[config.mk]
export PLATFORM = sky130hd
export DESIGN_NAME = next_hop_lookup
export DESIGN_NICKNAME = d
export VERILOG_FILES = /design/src/rtl/next_hop_lookup.sv
export SDC_FILE = /design/constraint.sdc
export NUM_CORES = 1
export LEC_CHECK = 0
export ABC_AREA = 1
export BUFFER_PORTS_ARGS = -buffer_cell sky130_fd_sc_hd__buf_2
export CAP_MARGIN = 40
export CORE_ASPECT_RATIO = 1.1
export CORE_UTILIZATION = 47
export CTS_CLUSTER_SIZE = 20
export DETAILED_ROUTE_END_ITERATION = 7
export PLACE_DENSITY = 0.77
export SLEW_MARGIN = 20
export SYNTH_ARGS = -nofsm -noshare
export SYNTH_HDL_FRONTEND = slang
export SYNTH_SLANG_ARGS = --single-unit
[constraint.sdc]
create_clock -name clk -period 1.7 [get_ports clk]
set_clock_uncertainty 0.1 [all_clocks]
set_input_delay 0.085 -clock clk [delete_from_list [all_inputs] [get_ports clk]]
set_output_delay 0.085 -clock clk [all_outputs]
set_load 0.01 [all_outputs]
[src/rtl/next_hop_lookup.sv]
// next_hop_lookup
// ----------------
// Lookup engine that is the only master of the next-hop RAM port. A lookup
// reads the two-word entry at word addresses {idx,0} and {idx,1} and returns
// the destination MAC, the output-port bitmap and the hit flag on a
// valid/ready response channel. Host table-update writes share the same RAM
// port and are arbitrated in IDLE. When both sides are waiting, the arbiter
// alternates between them so that neither can starve the other.
//
// Ports:
//   clk, reset                   clock, synchronous active-high reset
//   req_valid/req_ready          lookup request handshake (req_ready is combinational)
//   req_idx, req_tag             entry index 0..1023, opaque tag
//   rsp_valid/rsp_ready          response handshake
//   rsp_tag, rsp_mac,
//   rsp_port, rsp_hit            response fields, held stable while stalled
//   wr_req/wr_ack                host write; wr_req is held until the wr_ack pulse
//   wr_addr, wr_data, wr_be      host word address, data, byte enables
//   ram_addr, ram_en, ram_we,
//   ram_wdata, ram_rdata         RAM port (1-cycle synchronous read)
//
// Entry layout: W0 = MAC[47:16]; W1[31:16] = MAC[15:0], W1[15:8] = port,
// W1[0] = valid.
module next_hop_lookup #(
    parameter int         TAG_W     = 8,
    parameter logic [7:0] MISS_PORT = 8'h00
) (
    input  logic             clk,
    input  logic             reset,
    input  logic             req_valid,
    output logic             req_ready,
    input  logic [9:0]       req_idx,
    input  logic [TAG_W-1:0] req_tag,
    output logic             rsp_valid,
    input  logic             rsp_ready,
    output logic [TAG_W-1:0] rsp_tag,
    output logic [47:0]      rsp_mac,
    output logic [7:0]       rsp_port,
    output logic             rsp_hit,
    input  logic             wr_req,
    input  logic [10:0]      wr_addr,
    input  logic [31:0]      wr_data,
    input  logic [3:0]       wr_be,
    output logic             wr_ack,
    output logic [10:0]      ram_addr,
    output logic             ram_en,
    output logic [3:0]       ram_we,
    output logic [31:0]      ram_wdata,
    input  logic [31:0]      ram_rdata
);

    typedef enum logic [2:0] {
        IDLE = 3'd0,
        RD1  = 3'd1,
        CAP  = 3'd2,
        RESP = 3'd3,
        WACK = 3'd4
    } state_t;

    state_t           r_state;
    state_t           w_state_next;
    logic             r_prio_lookup;  // 1: lookup wins the next tie
    logic [9:0]       r_idx;
    logic [TAG_W-1:0] r_tag;
    logic [31:0]      r_w0;           // MAC[47:16] captured in RD1
    logic             w_sel_wr;
    logic             w_sel_rd;
    logic [6:0]       w_unused_w1;    // W1 reserved bits, intentionally dropped

    assign w_unused_w1 = ram_rdata[7:1];

    // Single-cycle arbitration in IDLE. Gated by reset so that nothing is
    // accepted or written while the block is being reset.
    always_comb begin
        w_sel_wr = 1'b0;
        w_sel_rd = 1'b0;
        if (!reset && r_state == IDLE) begin
            w_sel_wr = wr_req && (!req_valid || !r_prio_lookup);
            w_sel_rd = req_valid && !w_sel_wr;
        end
    end

    // State register
    always_ff @(posedge clk) begin
        if (reset) begin
            r_state <= IDLE;
        end else begin
            r_state <= w_state_next;
        end
    end

    // Next-state logic
    always_comb begin
        w_state_next = r_state;
        case (r_state)
            IDLE: begin
                if (w_sel_wr) begin
                    w_state_next = WACK;
                end else if (w_sel_rd) begin
                    w_state_next = RD1;
                end
            end
            RD1:  w_state_next = CAP;
            CAP:  w_state_next = RESP;
            RESP: begin
                if (rsp_ready) begin
                    w_state_next = IDLE;
                end
            end
            WACK:    w_state_next = IDLE;
            default: w_state_next = IDLE;
        endcase
    end

    // Output logic for the RAM port and handshakes. The write cycle never
    // asserts ram_en, and reads never assert ram_we.
    always_comb begin
        req_ready = w_sel_rd;
        wr_ack    = !reset && (r_state == WACK);
        ram_addr  = 11'd0;
        ram_en    = 1'b0;
        ram_we    = 4'd0;
        ram_wdata = 32'd0;
        if (w_sel_wr) begin
            ram_addr  = wr_addr;
            ram_we    = wr_be;
            ram_wdata = wr_data;
        end else if (w_sel_rd) begin
            ram_addr = {req_idx, 1'b0};
            ram_en   = 1'b1;
        end else if (!reset && r_state == RD1) begin
            ram_addr = {r_idx, 1'b1};
            ram_en   = 1'b1;
        end
    end

    // Datapath and registered response
    always_ff @(posedge clk) begin
        if (reset) begin
            r_prio_lookup <= 1'b0;
            r_idx         <= 10'd0;
            r_tag         <= '0;
            r_w0          <= 32'd0;
            rsp_valid     <= 1'b0;
            rsp_tag       <= '0;
            rsp_mac       <= 48'd0;
            rsp_port      <= 8'd0;
            rsp_hit       <= 1'b0;
        end else begin
            if (w_sel_wr) begin
                r_prio_lookup <= 1'b1;
            end
            if (w_sel_rd) begin
                r_prio_lookup <= 1'b0;
                r_idx         <= req_idx;
                r_tag         <= req_tag;
            end
            if (r_state == RD1) begin
                r_w0 <= ram_rdata;
            end
            if (r_state == CAP) begin
                rsp_valid <= 1'b1;
                rsp_tag   <= r_tag;
                rsp_mac   <= {r_w0, ram_rdata[31:16]};
                rsp_hit   <= ram_rdata[0];
                rsp_port  <= ram_rdata[0] ? ram_rdata[15:8] : MISS_PORT;
            end
            if (r_state == RESP && rsp_ready) begin
                rsp_valid <= 1'b0;
            end
        end
    end

endmodule

==> metrics.md, run 1 <==
| Metric | Value |
|---|---|
| Yosys warnings | `0` |
| Slew Limit Fails | `0` |
| Clock power share | `0.361` |
| Crit-path max FO | `6` |
| Vias in the first global route | `5425` |
| Flop2flop setup slack | `-0.01 ns` |
| Reg power frac | `0.347` |
| Total GRT Usage | `0.308` |
| Crit Path Class | `reg2out` |
| I/O pin count | `218` |
| Finish-stage setup viols | `50` |
| CTS buffer count | `17` |
| RSZ-0062 raised after global routing | `true` |
| Status | `finished with violations` |
| Die Ht | `108 um` |
| Setup crit end | `ram_addr[6]` |
| Core Rows | `38` |
| Die X | `98.8 um` |
| First DRT Iteration DRCs | `360` |
| Antenna violations before repair | `0` |
| Sequential area share after synthesis | `0.496` |
| Design internal power | `6860 uW` |
| Clock input transition at the sequential cells of the worst setup and hold paths | `0.05 ns` |
| Total Routed Length | `18800 um` |
| Initial Util | `0.487` |
| Critical path required time | `1.51 ns` |
| Sw power | `3070 uW` |
| Worst setup SP type | `flop` |
| # DRC | `0` |
| Reg2reg end | `r_idx[9]` |
| Fin crit share | `1.22` |
| RD Place Congestion | `0.797` |
| Cell Pwr Density | `1230 mW/mm^2` |
| Achievable frequency | `482 MHz` |
| Vias post-DR | `5758` |
| Core area | `0.00994 sq mm` |
| First-pass GRT wire length | `25700 um` |
| Design Area, Final | `0.00809 sq mm` |
| Hold Path Origin | `reset` |
| Number of routed nets with antenna violations | `0` |
| Hold crit path type | `in2reg` |
| Setup_tns | `-15.19 ns` |
| #FFs+latches synth | `120` |
| Total Die Area | `0.0107 sq mm` |
| Failing checks | `hold timing, setup timing` |
| Max_slew headroom | `0.585` |
| Non-Filler Instances | `1065` |
| Port Buffer Count | `217` |
| Area share of the largest cell type after synthesis | `0.496` |
| Leak | `0.00379 uW` |
| Number of synthesized flops with an enable pin | `0` |
| Clock Tree Buf Depth | `2` |
| CTS H-Tree Depth | `4` |
| Hold Violations, Final | `1` |
| Layout fillers | `577` |
| RR Startpoint | `r_state[2]` |
| Worst Max-Slew Pin Slew | `0.622 ns` |
| Post-Syn Instances | `642` |
| Clock sink count | `120` |
| Top-count cell post-synth | `nor2_1` |
| Avg Vias per Cell | `5.41` |
| Post-route setup slack | `-0.375 ns` |
| Synthesized area | `0.00484 sq mm` |
| Net count after synthesis | `744` |
| Worst Reg-to-Reg Cells | `10` |
| Drt pass-1 iters | `5` |
| Crit path capture type | `output port` |
| Synth async-reset ratio | `0` |
| Logic gate share of total power | `0.292` |
| Congestion Overflow GR | `0` |
| Fraction of layout cells with a size suffix above 1 | `0.392` |
| P&R area growth vs syn | `67.1%` |
| Avg Cell Area, Syn | `7.54 sq um` |
| Ranking of synthesized cells by area | `dfxtp_1 (50%), nor2_1 (9.7%), nand2_1 (8.2%)` |
| Placed insts | `953` |
| Arr. time, crit path | `1.89 ns` |
| Top_reg_cell synth | `dfxtp_1` |
| Avg WL per Cell | `17.7 um` |
| Synth cell count leaders | `nor2_1 (125), dfxtp_1 (120), nand2_1 (106)` |
| Clock root buffer | `clkbuf_8` |
| Worst VDD drop | `0.861 mV` |
| Largest net degree at the start of global routing | `76` |
| Post-synth cell types | `21` |
| Synth area leader | `dfxtp_1` |
| Post-place setup slack | `0.0781 ns` |
| Clk_lat worst skew | `0.51 ns` |
| Post-DP HPWL | `9360 um` |
| Max cap viols | `0` |
| Crit. Startpoint | `r_state[1]` |
| Final hold slack | `-0.00203 ns` |
| Tmin final | `2.07 ns` |
| CTS tree | `built` |
| Final nets | `1035` |
| Area of placed instances | `0.00599 sq mm` |
| Sw Share | `0.309` |
-- layout make-up --
type / count / area, sq um / area share
Timing Repair Buffer: 311 / 2450 / 0.302
Tap cell: 120 / 150 / 0.0186
Multi-Input combinational cell: 427 / 2280 / 0.282
Inverter: 56 / 220 / 0.0272
Clock buffer: 23 / 467 / 0.0577
Sequential cell: 120 / 2410 / 0.298
Antenna cell: 1 / 2.50 / 0.000309
Clock inverter: 7 / 119 / 0.0147
-- registers in the layout (all words and copies together), names as in the netlist --
name / count
r_state: 3
rsp_valid: 1
r_prio_lookup: 1
r_idx: 10
rsp_tag: 8
rsp_mac: 48
rsp_port: 8
r_w0: 32
rsp_hit: 1
r_tag: 8
-- routing by layer --
metal	GRT usage	wire length (um)
met1	0.359	6980
met2	0.534	9400
met3	0.0756	1500
met4	0.138	919
met5	0	0
-- through the flow --
stage | hold slack [ns] | total power (uW) | utilization
after global routing | 0.0272 | 10300 | 0.814
after floorplan | 0.0744 | 4730 | -
final | -0.00203 | 9930 | 0.814
after CTS | 0.00454 | 9570 | 0.777
after global placement | 0.187 | 5380 | 0.603
after detailed placement | 0.195 | 5460 | 0.603
-- power groups by stage --
stage	clock network [uW]	registers (uW)	logic, uW
after floorplan	0	3560	1170
after global placement	0	3450	1930
after detailed placement	0	3470	1990
after CTS	3600	3420	2550
after global routing	3740	3480	3100
final	3590	3440	2900
-- critical path: stages, from the launching register on --
cell     delay (ns)
dfxtp_2        0.34
inv_2          0.11
nand2_4        0.09
nor3_4         0.21
buf_4          0.17
buf_8          0.14
nand2_1        0.08
nand3_1        0.10
buf_2          0.14
-- worst min path at each step --
| stage | to | slack [ns] | depth (start not counted) |
|---|---|---|---|
| 6_report | r_state[0] | -0.002 | 4 |
| 5_1_grt | r_state[0] | 0.03 | 4 |
| 4_1_cts | r_state[0] | 0.005 | 4 |
| 3_5_place_dp | rsp_valid | 0.20 | 2 |
| 3_3_place_gp | rsp_valid | 0.19 | 2 |
| 2_1_floorplan | rsp_valid | 0.07 | 1 |
-- cells by family (layout without fill, tap and decap cells) --
kind of cell / after synthesis / in the layout / synth area share
buf+inv: 97 / 397 / 0.0894
flops: 120 / 120 / 0.496
other cells: 0 / 1 / 0
compound gates: 137 / 137 / 0.142
simple gates: 288 / 290 / 0.272
-- layout by cell type (no fill, tap or decap), types with 8 or more instances in the layout --
cell and instances:
buf_2 172, nor2_1 117, dfxtp_1 116, nand2_1 92
o21ai_0 72, a21oi_1 62, dlygate4sd3_1 53, buf_6 51
inv_1 49, nor2_4 39, buf_4 21, clkbuf_16 16
nand3_2 13, nand2_2 8, nand3_1 8
-- repair_timing --
action	in CTS	in global routing
hold buffers	53	0
buffers inserted	15	3
pin swaps	2	6
setup endpoints to repair	49	99
endpoints found under the hold margin	78	0
resized for setup	68	79
cloned	9	2
Note: power is estimated with default switching activity, not from simulation.
==> inputs of run 2 (changes only) <==
--- a/config.mk
+++ b/config.mk
@@ -12,7 +12,7 @@
 export CORE_UTILIZATION = 47
 export CTS_CLUSTER_SIZE = 20
 export DETAILED_ROUTE_END_ITERATION = 7
-export PLACE_DENSITY = 0.77
+export PLACE_DENSITY = 0.8
 export SLEW_MARGIN = 20
 export SYNTH_ARGS = -nofsm -noshare
 export SYNTH_HDL_FRONTEND = slang
==> metrics.md, run 2 (synthesized netlist as in run 1, its figures left out) <==
| Metric | Value |
|---|---|
| CTS H-Tree Depth | `4 (unchanged)` |
| Sw Share | `0.304 (-0.00583)` |
| Leak | `0.00365 uW (-3.5%)` |
| Sw power | `2920 uW (-4.9%)` |
| Largest regs | `rsp_mac x48, r_w0 x32, r_idx x10` |
| CTS buffer count | `17 (unchanged)` |
| Register Area | `0.00241 sq mm (+0.16%)` |
| Arr. time, crit path | `1.73 ns (-0.16 ns)` |
| RD Place Congestion | `0.808 (+1.4%)` |
| CTS tree | `built` |
| Vias in the first global route | `4793 (-12%)` |
| Post-route setup slack | `-0.218 ns (+0.157 ns)` |
| Crit-path max FO | `18 (+12)` |
| Max_slew headroom | `0.578 (-0.00751)` |
| Top reg by flops | `rsp_mac` |
| Clock root buffer | `clkbuf_8` |
| # DRC | `0 (unchanged)` |
| Total Routed Length | `15000 um (-20%)` |
| First-pass GRT wire length | `22400 um (-13%)` |
| Post-DP HPWL | `8470 um (-9.5%)` |
| Failing checks | `setup timing` |
| Reg power frac | `0.356 (+0.009)` |
| Logic gate share of total power | `0.256 (-0.036)` |
| Clock sink count | `120 (unchanged)` |
| Hold Violations, Final | `0 (-1)` |
| Clk_lat worst skew | `0.50 ns (about the same)` |
| Congestion Overflow GR | `0 (unchanged)` |
| Drt pass-1 iters | `5 (unchanged)` |
| Avg WL per Cell | `14.3 um (-19%)` |
| Reg2reg end | `rsp_mac[22]` |
| Commonest cells after routing, fill and taps aside | `buf_2 (187), nor2_1 (122), dfxtp_1 (117)` |
| Crit Path Class | `reg2out` |
| Flop2flop setup slack | `0.10 ns (+0.11 ns)` |
| First DRT Iteration DRCs | `236 (-34%)` |
| Number of routed nets with antenna violations | `0 (unchanged)` |
| Design internal power | `6700 uW (-2.2%)` |
| Max reg flops | `48 (unchanged)` |
| Worst setup SP type | `flop` |
| Clock input transition at the sequential cells of the worst setup and hold paths | `0.06 ns (about the same)` |
| Antenna violations before repair | `0 (unchanged)` |
| Setup crit end | `ram_wdata[5]` |
| Total Die Area | `0.0107 sq mm (unchanged)` |
| Crit. Startpoint | `r_state[0]` |
| Setup_tns | `-8.68 ns (+6.52 ns)` |
| Worst Reg-to-Reg Cells | `8 (-2)` |
| Final nets | `1021 (-1.4%)` |
| Crit path capture type | `output port` |
| Worst Max-Slew Pin Slew | `0.634 ns (+0.0113 ns)` |
| Vias post-DR | `5167 (-10%)` |
| Cell Pwr Density | `1260 mW/mm^2 (+2.5%)` |
| Worst VDD drop | `0.825 mV (-4.2%)` |
| Initial Util | `0.487 (unchanged)` |
| Crit-path cells | `inv_4, nand2_4, nor3_4, inv_2, buf_16, nor2_2, buf_2` |
| Achievable frequency | `521 MHz (+8.2%)` |
| Finish-stage setup viols | `49 (-2.0%)` |
| Clock Tree Buf Depth | `2 (unchanged)` |
| Fraction of layout cells with a size suffix above 1 | `0.372 (-0.0196)` |
| Fin crit share | `1.13 (-0.0922)` |
| Largest stage delay, worst path | `0.37 ns (+0.03 ns)` |
| Die X | `98.8 um (unchanged)` |
| Number of diodes | `0 (-1)` |
| Worst path slowest cell | `dfxtp_4` |
| Avg Vias per Cell | `4.91 (-9.2%)` |
| Critical path required time | `1.51 ns (about the same)` |
| RSZ-0062 raised after global routing | `true` |
| Multi-input gate area | `0.00214 sq mm (-6.1%)` |
| Core area | `0.00994 sq mm (unchanged)` |
| P&R area growth vs syn | `58.1%` |
| Port Buffer Count | `217 (unchanged)` |
| Max cap viols | `0 (unchanged)` |
| Core Rows | `38 (unchanged)` |
| Final hold slack | `0.0704 ns (+0.0724 ns)` |
| Die Ht | `108 um (unchanged)` |
| Layout fillers | `673 (+17%)` |
| Hold crit path type | `in2reg` |
| Slew Limit Fails | `0 (unchanged)` |
| Clock power share | `0.388 (+0.027)` |
| Tmin final | `1.92 ns (-0.157 ns)` |
| Largest net degree at the start of global routing | `76 (unchanged)` |
| RR Startpoint | `r_state[2]` |
| Total GRT Usage | `0.263 (-0.0442)` |
| Commonest non-fill, non-tap cell in the layout | `buf_2` |
| I/O pin count | `218 (unchanged)` |
| Status | `finished with violations` |
==> run 2: changes by cell type in the layout (fill, tap and decap cells not counted), sizes merged <==
cell	before	now
buf	258	246
clkbuf	23	19
inv	56	59
clkinv	2	4
nor2	158	156
bufinv	3	4
diode	1	0
==> run 2: stage by stage <==
step	total power [uW]	setup slack, ns	utilization	std cells	area, sq um
6_report	9620	-0.218	0.770	1052	7650
3_5_place_dp	5460	0.0288	0.604	953	6010
2_1_floorplan	4730	0.411	-	642	4840
4_1_cts	9470	-0.191	0.749	1048	7440
5_1_grt	10100	-0.323	0.770	1052	7650
3_3_place_gp	5420	0.0980	0.604	953	6010
==> run 2: power by group through the flow <==
stage                     Combinational, uW  Clock, uW  Sequential, uW
after floorplan                        1170          0            3560
after global placement                 1960          0            3450
after detailed placement               2000          0            3470
after CTS                              2290       3760            3420
after global routing                   2680       3910            3470
final                                  2460       3740            3430
==> run 2: area by class of cell <==
type | count | area share
clock buffers | 19 | 0.0551
clock inverters | 13 | 0.0255
inverters | 56 | 0.0284
multi-input cells | 425 | 0.280
flip-flops and latches | 120 | 0.315
well taps | 120 | 0.0196
repair buffers | 299 | 0.277
==> run 2: per-layer routing <==
metal,part of all wire,up-vias,track usage,wire (um)
li1,-,2576,-,-
met1,0.41,2383,0.317,6170
met2,0.52,184,0.455,7830
met3,0.051,24,0.0711,760
met4,0.017,0,0.0896,252
met5,0,-,0,0
==> run 2: worst max-delay path, delay by kind of cell, from the launching register on <==
family / cells / cell delay (ns)
buf+inv: 4 / 0.49
flops: 1 / 0.37
simple gates: 3 / 0.36
==> run 2: worst min-delay path by stage <==
| stage | cells past startpoint | to | from | slack, ns |
|---|---|---|---|---|
| floorplan | 1 | rsp_valid | rsp_ready | 0.07 |
| global placement | 2 | rsp_valid | rsp_ready | 0.18 |
| detailed placement | 2 | rsp_valid | rsp_ready | 0.18 |
| CTS | 5 | r_state[0] | wr_req | 0.01 |
| global route | 3 | rsp_port[4] | reset | 0.07 |
| finish | 5 | r_state[0] | wr_req | 0.07 |
==> run 2: what timing repair did <==
action	CTS	global route
setup buffers	9	4
pin swaps	2	1
hold endpoints to repair	78	0
hold buffers	53	0
gates cloned	1	0
gates resized for setup	40	42
endpoints found under the setup margin	49	52
==> inputs of run 3 (changes only) <==
--- a/config.mk
+++ b/config.mk
@@ -10,9 +10,10 @@
 export CAP_MARGIN = 40
 export CORE_ASPECT_RATIO = 1.1
 export CORE_UTILIZATION = 47
+export CTS_CLUSTER_DIAMETER = 60
 export CTS_CLUSTER_SIZE = 20
 export DETAILED_ROUTE_END_ITERATION = 7
-export PLACE_DENSITY = 0.8
+export PLACE_DENSITY = 0.91
 export SLEW_MARGIN = 20
 export SYNTH_ARGS = -nofsm -noshare
 export SYNTH_HDL_FRONTEND = slang
==> metrics.md, run 3 (synthesized netlist as in run 1, its figures left out) <==
| Metric | Value |
|---|---|
| Critical path required time | `1.51 ns (about the same)` |
| Vias post-DR | `5369 (+3.9%)` |
| Port Buffer Count | `217 (unchanged)` |
| Crit path capture type | `output port` |
| Avg WL per Cell | `15.7 um (+9.8%)` |
| Fraction of layout cells with a size suffix above 1 | `0.375 (+0.00308)` |
| Avg Vias per Cell | `5.05 (+2.7%)` |
| Hold Violations, Final | `0 (unchanged)` |
| Achievable frequency | `502 MHz (-3.7%)` |
| Arr. time, crit path | `1.81 ns (+0.08 ns)` |
| RD Place Congestion | `0.796 (-1.5%)` |
| Antenna violations before repair | `3 (+3)` |
| Worst Max-Slew Pin Slew | `0.659 ns (+0.0250 ns)` |
| Max reg flops | `48 (unchanged)` |
| Flop2flop setup slack | `-0.16 ns (-0.26 ns)` |
| First-pass GRT wire length | `24500 um (+9.7%)` |
| Cell Pwr Density | `1220 mW/mm^2 (-2.8%)` |
| Top reg by flops | `rsp_mac` |
| Design Area, Final | `0.00756 sq mm (-1.2%)` |
| Clk_lat worst skew | `0.50 ns (about the same)` |
| Max cap viols | `0 (unchanged)` |
| Largest regs | `rsp_mac x48, r_w0 x32, r_idx x10` |
| # DRC | `0 (unchanged)` |
| Core area | `0.00994 sq mm (unchanged)` |
| Status | `finished with violations` |
| Multi-input gate area | `0.00212 sq mm (-1.1%)` |
| I/O pin count | `218 (unchanged)` |
| Clock input transition at the sequential cells of the worst setup and hold paths | `0.06 ns (about the same)` |
| Congestion Overflow GR | `0 (unchanged)` |
| Worst setup SP type | `flop` |
| Failing checks | `setup timing` |
| Final nets | `1032 (+1.1%)` |
| Leak | `0.00362 uW (-0.94%)` |
| Register Area | `0.00241 sq mm (-0.16%)` |
| Die X | `98.8 um (unchanged)` |
| Max_slew headroom | `0.561 (-0.0167)` |
| Crit-path cells | `nand2_2, nand2_4, nor3_4, buf_4, buf_6, nand2_1, nand3_1, buf_2` |
| Commonest non-fill, non-tap cell in the layout | `buf_2` |
| Vias in the first global route | `5044 (+5.2%)` |
| Clock Tree Buf Depth | `2 (unchanged)` |
| CTS H-Tree Depth | `4 (unchanged)` |
| Total GRT Usage | `0.295 (+0.0315)` |
| Largest net degree at the start of global routing | `76 (unchanged)` |
| Total Die Area | `0.0107 sq mm (unchanged)` |
| Clock root buffer | `clkbuf_8` |
| RR Startpoint | `r_prio_lookup` |
| Worst hold path depth | `5 (unchanged)` |
| Crit Path Class | `reg2out` |
| Post-route setup slack | `-0.292 ns (-0.0745 ns)` |
| Commonest cells after routing, fill and taps aside | `buf_2 (196), nor2_1 (123), dfxtp_1 (116)` |
| Crit-path max FO | `6 (-12)` |
| Number of routed nets with antenna violations | `0 (unchanged)` |
| Largest stage delay, worst path | `0.33 ns (-0.04 ns)` |
| CTS tree | `built` |
| Finish-stage setup viols | `50 (+2.0%)` |
| Worst path slowest cell | `dfxtp_2` |
| Initial Util | `0.487 (unchanged)` |
| Core Rows | `38 (unchanged)` |
| Worst VDD drop | `0.960 mV (+16%)` |
| First DRT Iteration DRCs | `343 (+45%)` |
| P&R area growth vs syn | `56.1%` |
| Post-place setup slack | `0.196 ns (+0.167 ns)` |
| RSZ-0062 raised after global routing | `true` |
| Die Ht | `108 um (unchanged)` |
| Drt pass-1 iters | `5 (unchanged)` |
| Area of placed instances | `0.00602 sq mm (+0.29%)` |
| Tmin final | `1.99 ns (+0.0745 ns)` |
| Post-DP HPWL | `9200 um (+8.6%)` |
| Total Routed Length | `16700 um (+11%)` |
| Non-Filler Instances | `1064 (+1.1%)` |
| Layout fillers | `663 (-1.5%)` |
| Clock sink count | `120 (unchanged)` |
| CTS buffer count | `17 (unchanged)` |
| Setup_tns | `-12.36 ns (-3.69 ns)` |
| Total chip power | `9240 uW (-4.0%)` |
| Hold Path End | `r_state[0]` |
| Fin crit share | `1.17 (+0.0438)` |
| Reg2reg end | `r_state[2]` |
| Slew Limit Fails | `0 (unchanged)` |
| Hold crit path type | `in2reg` |
| Worst Reg-to-Reg Cells | `7 (-1)` |
| Placed insts | `957 (+0.42%)` |
| Hold Path Origin | `wr_req` |
==> run 3: cell count changes in the layout (fill, tap and decap cells not counted), moves of 3 or more <==
cell | before | now
dfxtp_2 | 1 | 4
buf_4 | 19 | 31
nand2_1 | 93 | 97
buf_2 | 187 | 196
clkinv_2 | 1 | 4
nand3_2 | 10 | 7
nand3_1 | 11 | 14
buf_12 | 5 | 2
buf_6 | 34 | 26
bufinv_16 | 4 | 1
==> run 3: critical path, delay by kind of cell, from the launching register on <==
kind	cells	cell delay [ns]
DFF	1	0.33
and+or+nand+nor	5	0.56
buffers and inverters	3	0.41
==> run 3: layout make-up <==
| class | instances | area share |
|---|---|---|
| clock inverters | 14 | 0.0167 |
| inverters | 56 | 0.0285 |
| multi-input cells | 425 | 0.280 |
| well taps | 120 | 0.0199 |
| flip-flops and latches | 120 | 0.318 |
| repair buffers | 310 | 0.281 |
| diodes | 1 | 0.000331 |
| clock buffers | 18 | 0.0553 |
==> run 3: power breakdown <==
group          switching (uW)  leakage [uW]  total, uW  internal (uW)
clock network            1320      0.000265       3270           1940
registers                 199      0.000977       3420           3220
logic                    1460       0.00237       2540           1080
==> run 3: layer usage <==
metal,part of all wire,global-route usage,vias up
met2,0.52,0.539,281
met1,0.37,0.306,2437
met4,0.030,0.147,4
met3,0.079,0.0905,54
met5,0.0014,0,-
li1,-,-,2593
==> run 3: stage by stage <==
stage,hold slack [ns],utilization
2_1_floorplan,0.0744,-
3_3_place_gp,0.183,0.606
3_5_place_dp,0.189,0.606
4_1_cts,0.00346,0.738
5_1_grt,0.0499,0.761
6_report,0.0363,0.761
==> run 3: repair_timing <==
action / 4_1_cts / 5_1_grt
endpoints found under the setup margin: 49 / 52
pin swaps: 6 / 3
gates cloned: 2 / 2
hold buffers: 52 / 0
setup buffers: 9 / 10
resized for setup: 38 / 33
hold endpoints to repair: 79 / 0
==> run 3: worst max path at each step <==
| stage | startpoint | end | depth (start not counted) |
|---|---|---|---|
| after floorplan | r_state[1] | ram_wdata[14] | 6 |
| after global placement | r_state[1] | ram_we[3] | 7 |
| after detailed placement | r_state[1] | ram_we[3] | 7 |
| after CTS | r_prio_lookup | ram_wdata[28] | 7 |
| after global routing | r_prio_lookup | ram_addr[1] | 8 |
| final | r_prio_lookup | ram_addr[5] | 8 |
